`src/rtl/game_controller.sv`:
```
// Asteroid-game sequencer: login, menu, intro, play, round-pass, game-over.
// Define GC_DIFFICULTY_WRAP_EN to make difficulty wrap 3->0 instead of saturating.
module game_controller #(
  parameter int COUNT_SECS = 5
) (
  input  logic       Clk,
  input  logic       Reset,
  input  logic       Authenticated,
  input  logic       GameStartBtn,
  input  logic       LogOutBtn,
  input  logic       CrashDetected,
  input  logic       LEDTrackerTimeOut,
  input  logic       OneSecPulse,
  output logic       NewGamePulse,
  output logic       PassedRoundPulse,
  output logic       GameOverPulse,
  output logic       EnableGameElements,
  output logic [1:0] Difficulty,
  output logic       LogOutPulse,
  output logic       EnableTimer,
  output logic [2:0] Mode
);

  typedef enum logic [2:0] {
    S_LOGGED_OUT = 3'd0,
    S_MENU       = 3'd1,
    S_INTRO      = 3'd2,
    S_WAIT_START = 3'd3,
    S_PLAY       = 3'd4,
    S_ROUND_PASS = 3'd5,
    S_GAME_OVER  = 3'd6,
    S_UNUSED     = 3'd7
  } state_t;

  localparam logic [2:0] LAST = 3'(COUNT_SECS - 1);

  state_t     r_state, w_nstate;
  logic [2:0] r_count, w_ncount;
  logic [1:0] r_diff, w_ndiff;
  logic       r_start_q, r_logout_q;
  logic       r_ng, r_pr, r_go, r_lo, r_en_game, r_en_timer;
  logic       w_ng, w_pr, w_go, w_lo;
  logic       w_start_edge, w_logout_edge, w_tick, w_done;

  always_comb begin
    w_start_edge  = GameStartBtn & ~r_start_q;
    w_logout_edge = LogOutBtn & ~r_logout_q;
    w_tick        = OneSecPulse & r_en_timer;
    w_done        = w_tick && (r_count == LAST);
    w_nstate      = r_state;
    w_ndiff       = r_diff;
    w_ncount      = w_tick ? r_count + 3'd1 : r_count;
    w_ng          = 1'b0;
    w_pr          = 1'b0;
    w_go          = 1'b0;
    w_lo          = 1'b0;
    if (r_state != S_LOGGED_OUT && !Authenticated) begin
      w_nstate = S_LOGGED_OUT;
      w_ndiff  = 2'd0;
    end else if (r_state != S_LOGGED_OUT && w_logout_edge) begin
      w_nstate = S_LOGGED_OUT;
      w_ndiff  = 2'd0;
      w_lo     = 1'b1;
    end else begin
      case (r_state)
        S_LOGGED_OUT:
          if (Authenticated) w_nstate = S_MENU;
        S_MENU:
          if (w_start_edge) begin
            w_nstate = S_INTRO;
            w_ng     = 1'b1;
            w_ndiff  = 2'd0;
            w_ncount = 3'd0;
          end
        S_INTRO:
          if (w_done) w_nstate = S_WAIT_START;
        S_WAIT_START:
          if (w_start_edge) w_nstate = S_PLAY;
        S_PLAY:
          if (CrashDetected) begin
            w_nstate = S_GAME_OVER;
            w_go     = 1'b1;
            w_ncount = 3'd0;
          end else if (LEDTrackerTimeOut) begin
            w_nstate = S_ROUND_PASS;
            w_pr     = 1'b1;
            w_ncount = 3'd0;
`ifdef GC_DIFFICULTY_WRAP_EN
            w_ndiff  = r_diff + 2'd1;
`else
            w_ndiff  = (r_diff == 2'd3) ? 2'd3
                                        : r_diff + 2'd1;
`endif
          end
        S_ROUND_PASS:
          if (w_done) w_nstate = S_WAIT_START;
        S_GAME_OVER:
          if (w_done) w_nstate = S_MENU;
        default:
          w_nstate = S_LOGGED_OUT;
      endcase
    end
  end

  always_ff @(posedge Clk or posedge Reset) begin
    if (Reset) begin
      r_state    <= S_LOGGED_OUT;
      r_count    <= 3'd0;
      r_diff     <= 2'd0;
      r_start_q  <= 1'b0;
      r_logout_q <= 1'b0;
      r_ng       <= 1'b0;
      r_pr       <= 1'b0;
      r_go       <= 1'b0;
      r_lo       <= 1'b0;
      r_en_game  <= 1'b0;
      r_en_timer <= 1'b0;
    end else begin
      r_state    <= w_nstate;
      r_count    <= w_ncount;
      r_diff     <= w_ndiff;
      r_start_q  <= GameStartBtn;
      r_logout_q <= LogOutBtn;
      r_ng       <= w_ng;
      r_pr       <= w_pr;
      r_go       <= w_go;
      r_lo       <= w_lo;
      r_en_game  <= (w_nstate == S_PLAY);
      r_en_timer <= (w_nstate == S_INTRO) ||
                    (w_nstate == S_ROUND_PASS) ||
                    (w_nstate == S_GAME_OVER);
    end
  end

  assign Mode               = r_state;
  assign Difficulty         = r_diff;
  assign NewGamePulse       = r_ng;
  assign PassedRoundPulse   = r_pr;
  assign GameOverPulse      = r_go;
  assign LogOutPulse        = r_lo;
  assign EnableGameElements = r_en_game;
  assign EnableTimer        = r_en_timer;

endmodule

```
`config.mk`:
```
export PLATFORM = sky130hd
export DESIGN_NAME = game_controller
export DESIGN_NICKNAME = d
export VERILOG_FILES = /design/src/rtl/game_controller.sv
export SDC_FILE = /design/constraint.sdc
export NUM_CORES = 1
export LEC_CHECK = 0
export CAP_MARGIN = 30
export CORE_MARGIN = 1
export CORE_UTILIZATION = 51
export CTS_BUF_LIST = sky130_fd_sc_hd__clkbuf_4
export DETAILED_ROUTE_END_ITERATION = 10
export PLACE_DENSITY = 0.89
export SYNTH_ARGS = -nofsm -noshare
export SYNTH_HDL_FRONTEND = slang
export SYNTH_SLANG_ARGS = --single-unit
```
`constraint.sdc`:
```
create_clock -name Clk -period 1.9 [get_ports Clk]
set_clock_uncertainty 0.15 [all_clocks]
set_input_delay 0.38 -clock Clk [delete_from_list [all_inputs] [get_ports Clk]]
set_output_delay 0.38 -clock Clk [all_outputs]
set_load 0.05 [all_outputs]
```
==> metrics.md <==
| Metric | Value |
|---|---|
| Status | `finished, final reports clean` |
| CTS sink count | `16` |
| Via/cell ratio | `5.59` |
| WL met2 | `834 µm` |
| Maximum vdd ir drop | `0.730 mV` |
| Row cnt | `14` |
| Via count | `704` |
| WL met3 | `89 µm` |
| Startpoint Class | `input pin` |
| Dpl hpwl | `1.31 mm` |
| RSZ-0062 raised after global routing | `false` |
| Mapped Nets | `97` |
| Maximum number of pins on one net before global-route repair | `17` |
| Worst path cell trace | `clkdlybuf4s50_1 > nor2b_1 > a32oi_1 > a21oi_2 > nand3_1 > o21ai_2` |
| Seq/Total Area, Yosys | `46.4%` |
| FFs w/ async S/R, synth | `100%` |
| Crit path kind | `in2reg` |
| Final hold vios | `0` |
| CTS tree | `done` |
| GRT overflow | `0` |
| Uppermost layer routed | `met4` |
| Hold/Removal Path Class | `in2async` |
| Layout area overhead | `27.4%` |
| Post-route minimum period | `1720 ps` |
| PwrDens | `1130 mW/mm²` |
| Antenna violations before repair | `0` |
| Total GRT Usage | `21.3%` |
| I/O pins | `19` |
| Post-synthesis mux area share | `1.74%` |
| Layout cell share with drive strength beyond 1 | `26.4%` |
| Synth Area in Adders | `2.90%` |
| Fill cells | `127` |
| Worst Tran Pin Value | `612 ps` |
| Clk pin slew, worst setup/hold paths | `90 ps` |
| ANT cells | `0` |
| Synth Area in Compound Gates | `14.4%` |
| Leak | `0.496 nW` |
| Largest family of logic cells by synthesized area | `simple AND/OR/NAND/NOR gates` |
| Area share of and/or/nand/nor cells after synthesis | `26.9%` |
| Fmax | `581 MHz` |
| First-pass GRT wire length | `2.85 mm` |
| Ys flop type | `dfrtp_1` |
| Syn. warnings | `0` |
| Syn Area/Cell | `9.91 µm²` |
| Starting Density | `55.9%` |
| Final Wtd Congestion | `0.857` |
| Total Power | `0.00124 W` |
| Critical Path Fanout Max | `4` |
| Max-slew violations | `0` |
| Die height | `43.1 µm` |
| Final core utilization | `71.3%` |
| Seq cells post-synth | `16` |
| CP peak stage delay | `490 ps` |
| ANT nets after route | `0` |
| Post-Synthesis Cell Area | `862 µm²` |
| Total CTS buffers | `3` |
| Htree depth | `1` |
| Met1 Wirelength | `769 µm` |
| Die X | `43.1 µm` |
| CTS Buffer Depth | `2` |
| Vias in the first global route | `616` |
| Post-Syn Instances | `87` |
| Number of nets in the layout | `121` |
| WP data arrival | `1780 ps` |
| DRT Pass-1 Iters | `4` |
| CTS Root Cell | `clkbuf_4` |
| Crit. End Element | `flip-flop` |
| DP Area | `0.00107 mm²` |
| Routed Wire Length | `1.74 mm` |
| Final cycle utilization of the critical path | `90.6%` |
| Synth cell types | `33` |
| Slowest CP cell | `clkdlybuf4s50_1` |
| Die Footprint | `0.00186 mm²` |
| Post-synth EDFFs | `0` |
| Most common cell after layout, fill and taps aside | `dfrtp_1` |
| Critical path required time | `1960 ps` |
| PostCTS Resize Cnt | `0` |
| Most frequent cells in the layout | `dfrtp_1 (16), nand2_1 (12), buf_4 (12), nor2_1 (8), clkdlybuf4s50_1 (7)` |
| DRT iter0 DRCs | `20` |
| Endpoints failing setup | `0` |
| Clk_lat worst skew | `280 ps` |
| Relative slew slack | `59.2%` |
| # hold bufs at CTS | `0` |
| Final Instance Area | `0.00110 mm²` |
| Max-Cap Viols | `0` |
| Average routed wire per standard cell | `13.8 µm` |
| Post-Synth XOR/XNOR Area | `2.03%` |
| DRC | `0` |
| I/O Buffers | `18` |
| Setup Fix Bufs, Post-CTS | `0` |
| Core ar. | `0.00154 mm²` |
synth_stat cells (2+ instances only):
cell	n	area, µm²
nand2b_1	3	18.8
dfrtp_1	16	400
inv_1	5	18.8
nor2_1	8	30.0
o21ai_0	2	10.0
a21oi_1	2	10.0
nor2b_1	5	31.3
ha_1	2	25.0
a22oi_1	2	15.0
buf_6	2	22.5
nand3_1	5	25.0
o21ai_1	2	10.0
a31oi_1	2	12.5
nand2_1	12	45.0
stage by stage:
stage	TNS [ps]	cells	hold WS, ps	setup slack, ps
global placement	0	122	359	8.31
CTS	0	126	327	194
global route	0	126	368	102
finish	0	126	312	179
detailed placement	-305	122	380	-89.5
floorplan	0	87	144	132
flip-flops by register name, indices dropped and copies added (netlist names):
name	flops
Mode	3
r_count	3
Difficulty	2
EnableGameElements	1
EnableTimer	1
GameOverPulse	1
LogOutPulse	1
NewGamePulse	1
PassedRoundPulse	1
r_logout_q	1
r_start_q	1
power by group:
| part | switching [W] | total (W) | internal (W) |
|---|---|---|---|
| combinational | 0.000316 | 0.000560 | 0.000245 |
| sequential | 0.0000996 | 0.000498 | 0.000399 |
| clock | 0.000103 | 0.000179 | 0.0000763 |
| total | 0.000518 | 0.00124 | 0.000720 |
area by class of cell:
type / count / area [µm²] / share of cell area, %
clock inverters: 1 / 3.75 / 0.342
multi-input cells: 63 / 413 / 37.6
well taps: 16 / 20.0 / 1.82
repair buffers: 22 / 220 / 20.0
clock buffers: 3 / 22.5 / 2.05
flip-flops and latches: 16 / 400 / 36.4
inverters: 5 / 18.8 / 1.71
path summary, 6_finish.rpt:
kind                                       from                            to  slack (ps)  depth (start not counted)
setup / recovery                   GameStartBtn         EnableTimer$_DFF_PP0_         180                          6
setup reg to reg           r_count[0]$_DFF_PP0_         EnableTimer$_DFF_PP0_         210                          8
hold / removal                            Reset       GameOverPulse$_DFF_PP0_         310                          2
min in group Clk                      LogOutBtn          r_logout_q$_DFF_PP0_         410                          1
max in group asynchronous                 Reset  EnableGameElements$_DFF_PP0_         890                          2
hold reg to reg            r_count[1]$_DFF_PP0_          r_count[1]$_DFF_PP0_         410                          2
logic make-up after synthesis:
kind of cell / Yosys count
and+or+nand+nor: 42
AOI/OAI and AO/OA: 16
DFF: 16
buffers and inverters: 8
xor gates and xnor gates: 2
adders and majority gates: 2
muxes: 1
critical path, delay by kind of cell:
kind,cells,cell delay [ps]
AOI/OAI and AO/OA,3,460
buffers and inverters,1,490
and+or+nand+nor,2,440
metal layers:
layer | global-route usage, % | up-vias
met5 | 0 | -
met4 | 14.5 | 0
met3 | 4.26 | 4
met2 | 30.1 | 19
met1 | 29.0 | 338
li1 | - | 343
(Power assumes the default switching activity.)
